===== src/rtl/axis_pixels_shift_sched_if.sv =====
// Handshake bundle for the per-layer pixel sequencer: layer config, upstream pixels, downstream beats.
// The design binds to the slave modport; a driver or the bench binds to master.
interface axis_pixels_shift_sched_if #(
    parameter int unsigned IM_SHIFT_REGS = 8,
    parameter int unsigned WORD_WIDTH    = 8,
    parameter int unsigned BITS_IM_SHIFT = 4,
    parameter int unsigned BITS_COLS     = 10,
    parameter int unsigned BITS_BLOCKS   = 10
);
    logic                                cfg_valid;
    logic                                cfg_ready;
    logic [BITS_IM_SHIFT-1:0]            cfg_shift;
    logic                                cfg_is_max;
    logic                                cfg_ones;
    logic [BITS_COLS-1:0]                cfg_cols;
    logic [BITS_BLOCKS-1:0]              cfg_blocks;

    logic                                u_valid;
    logic                                u_ready;
    logic [IM_SHIFT_REGS*WORD_WIDTH-1:0] u_data;

    logic                                m_valid;
    logic                                m_ready;
    logic [IM_SHIFT_REGS*WORD_WIDTH-1:0] m_data;
    logic [BITS_IM_SHIFT-1:0]            m_shift;
    logic                                m_ones;
    logic                                m_is_max;
    logic                                m_last_col;
    logic                                m_last;

    modport master (
        output cfg_valid, cfg_shift, cfg_is_max, cfg_ones, cfg_cols, cfg_blocks,
        input  cfg_ready,
        output u_valid, u_data,
        input  u_ready,
        input  m_valid, m_data, m_shift, m_ones, m_is_max, m_last_col, m_last,
        output m_ready
    );

    modport slave (
        input  cfg_valid, cfg_shift, cfg_is_max, cfg_ones, cfg_cols, cfg_blocks,
        output cfg_ready,
        input  u_valid, u_data,
        output u_ready,
        output m_valid, m_data, m_shift, m_ones, m_is_max, m_last_col, m_last,
        input  m_ready
    );
endinterface


===== src/rtl/axis_pixels_shift_sched.sv =====
// Per-layer sequencer ahead of the pixel shift stage: latches a layer config, then forwards the
// pixel stream block by block, optionally prefixing each block with an all-ones beat.
module axis_pixels_shift_sched #(
    parameter int unsigned IM_SHIFT_REGS = 8,
    parameter int unsigned WORD_WIDTH    = 8,
    parameter int unsigned BITS_IM_SHIFT = 4,
    parameter int unsigned BITS_COLS     = 10,
    parameter int unsigned BITS_BLOCKS   = 10
) (
    input logic                          aclk,
    input logic                          aresetn,
    axis_pixels_shift_sched_if.slave     pix_io
);

    typedef enum logic [1:0] {StIdle, StOnes, StRun} state_e;

    state_e                   state_q, state_d;
    logic [BITS_COLS-1:0]     col_q, col_d;
    logic [BITS_BLOCKS-1:0]   block_q, block_d;
    logic [BITS_IM_SHIFT-1:0] shift_q, shift_d;
    logic                     is_max_q, is_max_d;
    logic                     ones_q, ones_d;
    logic [BITS_COLS-1:0]     cols_q, cols_d;
    logic [BITS_BLOCKS-1:0]   blocks_q, blocks_d;

    logic [IM_SHIFT_REGS*WORD_WIDTH-1:0] ones_data;
    logic                                last_col;
    logic                                last_block;

    always_comb begin
        ones_data = '0;
        for (int i = 0; i < int'(IM_SHIFT_REGS); i++) begin
            ones_data[i*WORD_WIDTH +: WORD_WIDTH] = WORD_WIDTH'(1);
        end
    end

    assign last_col   = (col_q == cols_q);
    assign last_block = (block_q == blocks_q);

    assign pix_io.m_shift  = shift_q;
    assign pix_io.m_is_max = is_max_q;

    always_comb begin
        state_d  = state_q;
        col_d    = col_q;
        block_d  = block_q;
        shift_d  = shift_q;
        is_max_d = is_max_q;
        ones_d   = ones_q;
        cols_d   = cols_q;
        blocks_d = blocks_q;

        pix_io.cfg_ready  = 1'b0;
        pix_io.u_ready    = 1'b0;
        pix_io.m_valid    = 1'b0;
        pix_io.m_data     = '0;
        pix_io.m_ones     = 1'b0;
        pix_io.m_last_col = 1'b0;
        pix_io.m_last     = 1'b0;

        unique case (state_q)
            StIdle: begin
                pix_io.cfg_ready = 1'b1;
                if (pix_io.cfg_valid) begin
                    shift_d  = pix_io.cfg_shift;
                    is_max_d = pix_io.cfg_is_max;
                    ones_d   = pix_io.cfg_ones;
                    cols_d   = pix_io.cfg_cols;
                    blocks_d = pix_io.cfg_blocks;
                    col_d    = '0;
                    block_d  = '0;
                    state_d  = pix_io.cfg_ones ? StOnes : StRun;
                end
            end
            StOnes: begin
                pix_io.m_valid = 1'b1;
                pix_io.m_ones  = 1'b1;
                pix_io.m_data  = ones_data;
                if (pix_io.m_ready) begin
                    state_d = StRun;
                end
            end
            StRun: begin
                // Combinational pass-through: no register between upstream and the shift stage.
                pix_io.m_valid    = pix_io.u_valid;
                pix_io.u_ready    = pix_io.m_ready;
                pix_io.m_data     = pix_io.u_data;
                pix_io.m_last_col = last_col;
                pix_io.m_last     = last_col & last_block;
                if (pix_io.u_valid && pix_io.m_ready) begin
                    if (!last_col) begin
                        col_d = col_q + BITS_COLS'(1);
                    end else begin
                        col_d = '0;
                        if (last_block) begin
                            state_d = StIdle;
                        end else begin
                            block_d = block_q + BITS_BLOCKS'(1);
                            state_d = ones_q ? StOnes : StRun;
                        end
                    end
                end
            end
            default: state_d = StIdle;
        endcase
    end

    always_ff @(posedge aclk or negedge aresetn) begin
        if (!aresetn) begin
            state_q  <= StIdle;
            col_q    <= '0;
            block_q  <= '0;
            shift_q  <= '0;
            is_max_q <= 1'b0;
            ones_q   <= 1'b0;
            cols_q   <= '0;
            blocks_q <= '0;
        end else begin
            state_q  <= state_d;
            col_q    <= col_d;
            block_q  <= block_d;
            shift_q  <= shift_d;
            is_max_q <= is_max_d;
            ones_q   <= ones_d;
            cols_q   <= cols_d;
            blocks_q <= blocks_d;
        end
    end

endmodule


===== src/flat_wrapper.sv =====
// flat-port wrapper written by rule: the top's interface ports become plain ports
module axis_pixels_shift_sched_flat 
#(
    parameter int unsigned IM_SHIFT_REGS = 8,
    parameter int unsigned WORD_WIDTH    = 8,
    parameter int unsigned BITS_IM_SHIFT = 4,
    parameter int unsigned BITS_COLS     = 10,
    parameter int unsigned BITS_BLOCKS   = 10
)
  (aclk, aresetn, pix_io_cfg_valid, pix_io_cfg_shift, pix_io_cfg_is_max, pix_io_cfg_ones, pix_io_cfg_cols, pix_io_cfg_blocks, pix_io_cfg_ready, pix_io_u_valid, pix_io_u_data, pix_io_u_ready, pix_io_m_valid, pix_io_m_data, pix_io_m_shift, pix_io_m_ones, pix_io_m_is_max, pix_io_m_last_col, pix_io_m_last, pix_io_m_ready);
  axis_pixels_shift_sched_if #(.IM_SHIFT_REGS(IM_SHIFT_REGS), .WORD_WIDTH(WORD_WIDTH), .BITS_IM_SHIFT(BITS_IM_SHIFT), .BITS_COLS(BITS_COLS), .BITS_BLOCKS(BITS_BLOCKS)) pix_io_i ();
  input logic aclk;
  input logic aresetn;
  input wire logic [$bits(pix_io_i.cfg_valid)-1:0] pix_io_cfg_valid;
  input wire logic [$bits(pix_io_i.cfg_shift)-1:0] pix_io_cfg_shift;
  input wire logic [$bits(pix_io_i.cfg_is_max)-1:0] pix_io_cfg_is_max;
  input wire logic [$bits(pix_io_i.cfg_ones)-1:0] pix_io_cfg_ones;
  input wire logic [$bits(pix_io_i.cfg_cols)-1:0] pix_io_cfg_cols;
  input wire logic [$bits(pix_io_i.cfg_blocks)-1:0] pix_io_cfg_blocks;
  output wire logic [$bits(pix_io_i.cfg_ready)-1:0] pix_io_cfg_ready;
  input wire logic [$bits(pix_io_i.u_valid)-1:0] pix_io_u_valid;
  input wire logic [$bits(pix_io_i.u_data)-1:0] pix_io_u_data;
  output wire logic [$bits(pix_io_i.u_ready)-1:0] pix_io_u_ready;
  output wire logic [$bits(pix_io_i.m_valid)-1:0] pix_io_m_valid;
  output wire logic [$bits(pix_io_i.m_data)-1:0] pix_io_m_data;
  output wire logic [$bits(pix_io_i.m_shift)-1:0] pix_io_m_shift;
  output wire logic [$bits(pix_io_i.m_ones)-1:0] pix_io_m_ones;
  output wire logic [$bits(pix_io_i.m_is_max)-1:0] pix_io_m_is_max;
  output wire logic [$bits(pix_io_i.m_last_col)-1:0] pix_io_m_last_col;
  output wire logic [$bits(pix_io_i.m_last)-1:0] pix_io_m_last;
  input wire logic [$bits(pix_io_i.m_ready)-1:0] pix_io_m_ready;
  assign pix_io_i.cfg_valid = pix_io_cfg_valid;
  assign pix_io_i.cfg_shift = pix_io_cfg_shift;
  assign pix_io_i.cfg_is_max = pix_io_cfg_is_max;
  assign pix_io_i.cfg_ones = pix_io_cfg_ones;
  assign pix_io_i.cfg_cols = pix_io_cfg_cols;
  assign pix_io_i.cfg_blocks = pix_io_cfg_blocks;
  assign pix_io_cfg_ready = pix_io_i.cfg_ready;
  assign pix_io_i.u_valid = pix_io_u_valid;
  assign pix_io_i.u_data = pix_io_u_data;
  assign pix_io_u_ready = pix_io_i.u_ready;
  assign pix_io_m_valid = pix_io_i.m_valid;
  assign pix_io_m_data = pix_io_i.m_data;
  assign pix_io_m_shift = pix_io_i.m_shift;
  assign pix_io_m_ones = pix_io_i.m_ones;
  assign pix_io_m_is_max = pix_io_i.m_is_max;
  assign pix_io_m_last_col = pix_io_i.m_last_col;
  assign pix_io_m_last = pix_io_i.m_last;
  assign pix_io_i.m_ready = pix_io_m_ready;
  axis_pixels_shift_sched #(.IM_SHIFT_REGS(IM_SHIFT_REGS), .WORD_WIDTH(WORD_WIDTH), .BITS_IM_SHIFT(BITS_IM_SHIFT), .BITS_COLS(BITS_COLS), .BITS_BLOCKS(BITS_BLOCKS)) u_core (.aclk(aclk), .aresetn(aresetn), .pix_io(pix_io_i));
endmodule

===== config.mk =====
export PLATFORM = sky130hd
export DESIGN_NAME = axis_pixels_shift_sched_flat
export DESIGN_NICKNAME = d
export VERILOG_FILES = /design/src/rtl/axis_pixels_shift_sched_if.sv /design/src/rtl/axis_pixels_shift_sched.sv /design/src/flat_wrapper.sv
export SDC_FILE = /design/constraint.sdc
export NUM_CORES = 1
export LEC_CHECK = 0
export ABC_AREA = 1
export BUFFER_PORTS_ARGS = -buffer_cell sky130_fd_sc_hd__clkbuf_2
export CAP_MARGIN = 20
export CORE_ASPECT_RATIO = 0.9
export CORE_UTILIZATION = 40
export DETAILED_ROUTE_END_ITERATION = 10
export GPL_TIMING_DRIVEN = 0
export HOLD_SLACK_MARGIN = 0.15
export PLACE_DENSITY = 0.72
export RECOVER_POWER = 50
export SYNTH_ARGS = -nofsm -noshare
export SYNTH_HDL_FRONTEND = slang
export SYNTH_SLANG_ARGS = --single-unit

===== constraint.sdc =====
create_clock -name aclk -period 3 [get_ports aclk]
set_input_delay 0.3 -clock aclk [delete_from_list [all_inputs] [get_ports aclk]]
set_output_delay 0.3 -clock aclk [all_outputs]
set_load 0.02 [all_outputs]

**Word-level counts from Yosys, hierarchy flattened**

Index checks and enable logic that the tools add are counted.

- Bits in registers: 48
- Input port bits: 95
- Output and inout bits: 75
- Word-level logic and storage cells: 50

- Add/subtract/negate cells: 2
- Eq/ne operators: 9
- Multiplexer cells: 23
- Bitwise gates (word level): 1
- Reduce and logical (&&, ||, !) cells: 7

Operators with widths:

| operator | count |
|---|---|
| 64-bit case mux with 2 select lines | 1 |
| 10-bit 2-to-1 mux | 6 |
| 10-bit case mux with 2 select lines | 2 |
| 10-bit by 1-bit adder with 10-bit output, second input constant | 2 |
| 10-bit equality test | 2 |
| 2-bit 2-to-1 mux | 7 |
| 2-bit != test, second input constant | 3 |
| 2-bit case mux with 3 select lines | 1 |
| 1-bit 2-to-1 mux | 5 |
| 5-bit AND reduction | 1 |
| 2-bit by 1-bit != test with 1-bit output, second input constant | 2 |
| 4-bit AND reduction | 1 |
| 3-bit AND reduction | 1 |
| 2-bit by 1-bit equality test with 1-bit output, second input constant | 1 |
| 2-bit equality test, second input constant | 1 |
| 2-bit logical NOT | 1 |
| 1-bit case mux with 2 select lines | 1 |
| 2-bit AND reduction | 1 |
| 2-bit nonzero test | 1 |
| 1-bit AND | 1 |
| 1-bit logical AND | 1 |

**Longest topological paths before layout**

- Depth in word-level cells: 5
- Depth in mapped cells: 12
- Gate-level depth less buffers: 12

**Least setup slack after synthesis**

Ideal clock, no wire load.

- Path kind: reg-to-output
- Start point: register u_core.state_q[0]
- End point: output pix_io_m_data[0]
- Arrival time: 1.550 ns
- Required time: 2.700 ns
- Path slack: 1.150 ns
- Cell stages (with the launch flop): 7
- Buffers on the path: 2
- Path through: dfrtp_1 > inv_1 > ha_1 > buf_2 > clkbuf_1 > nand2_1 > a21oi_1

- Cells in the longest elaborated chain, start to end: 2
- Elaborated cells on any way between the ends: 3
- Classes of those cells: eq/ne (2); mux (1)

RTL lines:

| what | line | source |
|---|---|---|
| start: declaration | axis_pixels_shift_sched.sv:17 | `state_e state_q, state_d;` |
| start signal: assignment | axis_pixels_shift_sched.sv:110 | `state_q <= StIdle;` |
| start signal: assignment | axis_pixels_shift_sched.sv:119 | `state_q <= state_d;` |
| 2-bit equality test or 2-bit by 1-bit equality test with 1-bit output (tied branches) | axis_pixels_shift_sched.sv:61 | `unique case (state_q)` |
| 64-bit case mux with 2 select lines (*) | axis_pixels_shift_sched.sv:61 |  |
| end: declaration | flat_wrapper.sv:25 | `output wire logic [$bits(pix_io_i.m_data)-1:0] pix_io_m_data;` |

Mark *: on every way between the ends. The rest lies on a longest branch, timed or not.

**Final worst setup path**

- Start point: register u_core.state_q[0]
- End point: output pix_io_m_data[56]

The elaborated chain is that of the path after synthesis.

==> flow_metrics.tcl <==
set metrics [dict create \
    drt_wl_total_um 9389 \
    grtUsageMet3 0.04739 \
    layout_common_cells "clkbuf_2, nand2_1, inv_1" \
    htreeDepth 2 \
    ioPinCount 170 \
    synth_xor_area_frac 0.03928 \
    slew_headroom 0.1800 \
    worst_path_max_delay_cell "clkbuf_1" \
    ir_worst_vdd_mv 0.4749 \
    required_ns 2.70 \
    antenna_found_initial 0 \
    net-switching-power_mw 1.833 \
    clock_power_share 0.112 \
    grt_pass1_wl_um 15200 \
    cts-root-buf "clkbuf_8" \
    dr.pass1.iters 9 \
    avgViaCountPerCell 4.652 \
    path_cells "inv_1, ha_1, buf_2, clkbuf_1, nand2_1, a21oi_1, clkbuf_2" \
    outcome "finished with violations" \
    synth_edf_count 0 \
    synthFlopType "dfrtp_1" \
    hold_viol 0 \
    min_period_over_period 0.8554 \
    areaGrowthSynthToFinish_pct 31.01 \
    gr-usage-met1 0.2490 \
    synthAdderAreaFrac 0.02245 \
    final_common_cell "clkbuf_2" \
    grt-ovfl-total 0 \
    fp.dieH_um 88.75 \
    cts_resized 0 \
    cellInternalPower_mw 1.745 \
    synth_top_area_share 0.3591 \
    syn_area_um2 3344 \
    synth_mux_area_frac 0.04377 \
    maxCapViolations 0 \
    async_flop_share 1.000 \
    worstMarginPinSlew_ns 1.230 \
    total_power_mw 3.579 \
    ys_top_cells_by_area "dfrtp_1, nand2_1, inv_1" \
    drtIter0Drc 195 \
    whs_ns 0.2230 \
    synth_warnings 0 \
    synth_compound_area_frac 0.04826 \
    finalNetCount 769 \
    antenna_left 0 \
    rows 31 \
    dp_hpwl_um 7676 \
    crit_type "reg -> out" \
    critical-path-max-stage-delay_ns 0.46 \
    n_antenna_cell 0 \
    startpoint_type "flop" \
    ys_ff_latch 48 \
    rsz0062_at_grt "no" \
    violations "DRC" \
    p_sw_frac 0.5123 \
    clk_pin_slew_ns 0.08 \
    yosys.area_share.simple 0.3535 \
    leakage_nw 2.724 \
    drive_gt1_frac 0.3154 \
    hold_class "in -> reg" \
    maxSlewViolCount 0 \
    use_met2 0.4123 \
    cts_tree "done" \
    cts_max_path_buffers 2 \
    setup_tns_ns 0 \
    num_vias 3573 \
    cts_made_buffers 5 \
    ys_seq_area_frac 0.3591 \
    drc_errors 17 \
    io_buffers 169 \
    setup_viol 0 \
    cellPowerDensity_nw_per_um2 816.7 \
    clk_latency_ns 0.31 \
    initial_core_util 0.4145 \
    period_minus_slack_ns 2.566 \
    cts_sinks 48 \
    crit_path_max_fanout 10 \
    die_w_um 98.39 \
    skew_ns 0.009747 \
    post_drt_wl_per_cell_um 12.23 \
    grt_pass1_vias 3448 \
    worstSetupEndpointType "output port" \
    synth_top_family_by_area "simple AND/OR/NAND/NOR gates" \
    pwr-share-seq 0.282 \
    power_frac_comb 0.606 \
    grt_max_degree 27 \
    syn-num-nets 591 \
    synth_top_cell_by_area "dfrtp_1" \
    grt_usage 0.2196 \
    busiest_layer "met2" \
    dieArea_um2 8731 \
    cp.arrival_ns 2.27 \
    core_um2 8068 \
    postSynthAreaPerCell_um2 6.825 \
    place.gp.congestion 0.8697 \
    fmax_ghz 0.3897 \
    syn-instance-count 490 \
    synth.distinct_cells 32 \
]
-- power groups by stage --
stage               Sequential (mW)  Combinational [mW]  Clock, mW
floorplan                      1.02                1.54          0
global placement               1.00                2.19          0
detailed placement             1.02                2.24          0
CTS                            1.01                2.25      0.412
global route                   1.04                2.42      0.437
finish                         1.01                2.17      0.401
-- kinds of logic after synthesis --
logic type      Yosys count
compound gates           30
flops                    48
mux                      13
simple gates            261
fa+ha+maj                 6
buf+inv                 117
xor+xnor                 15
-- critical path, delay by kind of cell (launching register included) --
family                   cells  cell delay, ns
AND/OR/NAND/NOR              1            0.12
buffers and inverters        4            1.05
adder cells (fa/ha/maj)      1            0.19
flip-flops                   1            0.43
AO/OA/AOI/OAI                1            0.17
-- registers in the layout (all words and copies together), names as in the netlist --
register / cells
u_core.pix_io.m_is_max: 1
u_core.state_q: 2
u_core.pix_io.m_shift: 4
u_core.block_q: 10
u_core.blocks_q: 10
u_core.cols_q: 10
u_core.col_q: 10
u_core.ones_q: 1
-- stage by stage --
step	std cells	setup WS (ns)	util	area (um^2)
after floorplan	490	1.150	-	3344
after global placement	758	0.8160	0.5347	4314
after detailed placement	759	0.7845	0.5372	4334
after CTS	768	0.4654	0.5496	4434
after global routing	768	0.2853	0.5431	4382
final	768	0.4338	0.5431	4382
-- final cells by class --
class	instances	area (um^2)
fill	829	3686
multi-input combinational	325	1672
sequential	48	1201
timing repair buffer	171	850.8
inverter	102	382.9
tap	99	123.9
clock buffer	8	90.09
buffer	15	61.31
-- synth_stat cells (7+ instances only) --
| cell type | instances |
|---|---|
| a21oi_1 | 23 |
| clkbuf_1 | 10 |
| dfrtp_1 | 48 |
| inv_1 | 91 |
| inv_2 | 9 |
| mux2_2 | 13 |
| nand2_1 | 155 |
| nand2_2 | 7 |
| nand3_1 | 18 |
| nand4_1 | 8 |
| nor2_1 | 43 |
| nor3_1 | 9 |
| xor2_1 | 11 |
-- layer usage --
layer  up-vias  wire, um
li1       1819         -
met1      1607      3891
met2       135      4702
met3        12       654
met4         0       142
met5         -         0
-- worst paths after layout --
check | cells after the start | slack (ns) | end | from
max in group asynchronous | 3 | 0.96 | u_core.block_q[4]$_DFFE_PN0P_ | aresetn
min in group asynchronous | 2 | 0.77 | u_core.col_q[3]$_DFFE_PN0P_ | aresetn
hold / removal | 2 | 0.22 | u_core.cols_q[9]$_DFFE_PN0P_ | pix_io_cfg_cols[9]
hold reg to reg | 1 | 0.52 | u_core.pix_io.m_shift[1]$_DFFE_PN0P_ | u_core.pix_io.m_shift[1]$_DFFE_PN0P_
setup / recovery | 7 | 0.43 | pix_io_m_data[56] | u_core.state_q[0]$_DFFE_PN0P_
setup reg to reg | 10 | 0.59 | u_core.col_q[4]$_DFFE_PN0P_ | u_core.state_q[0]$_DFFE_PN0P_
-- repair_timing --
item	CTS	global route
hold buffers	1	0
hold endpoints to repair	22	0
setup endpoints to repair	0	0
setup buffers	0	0
No activity file was read; power rests on OpenSTA's default activity.
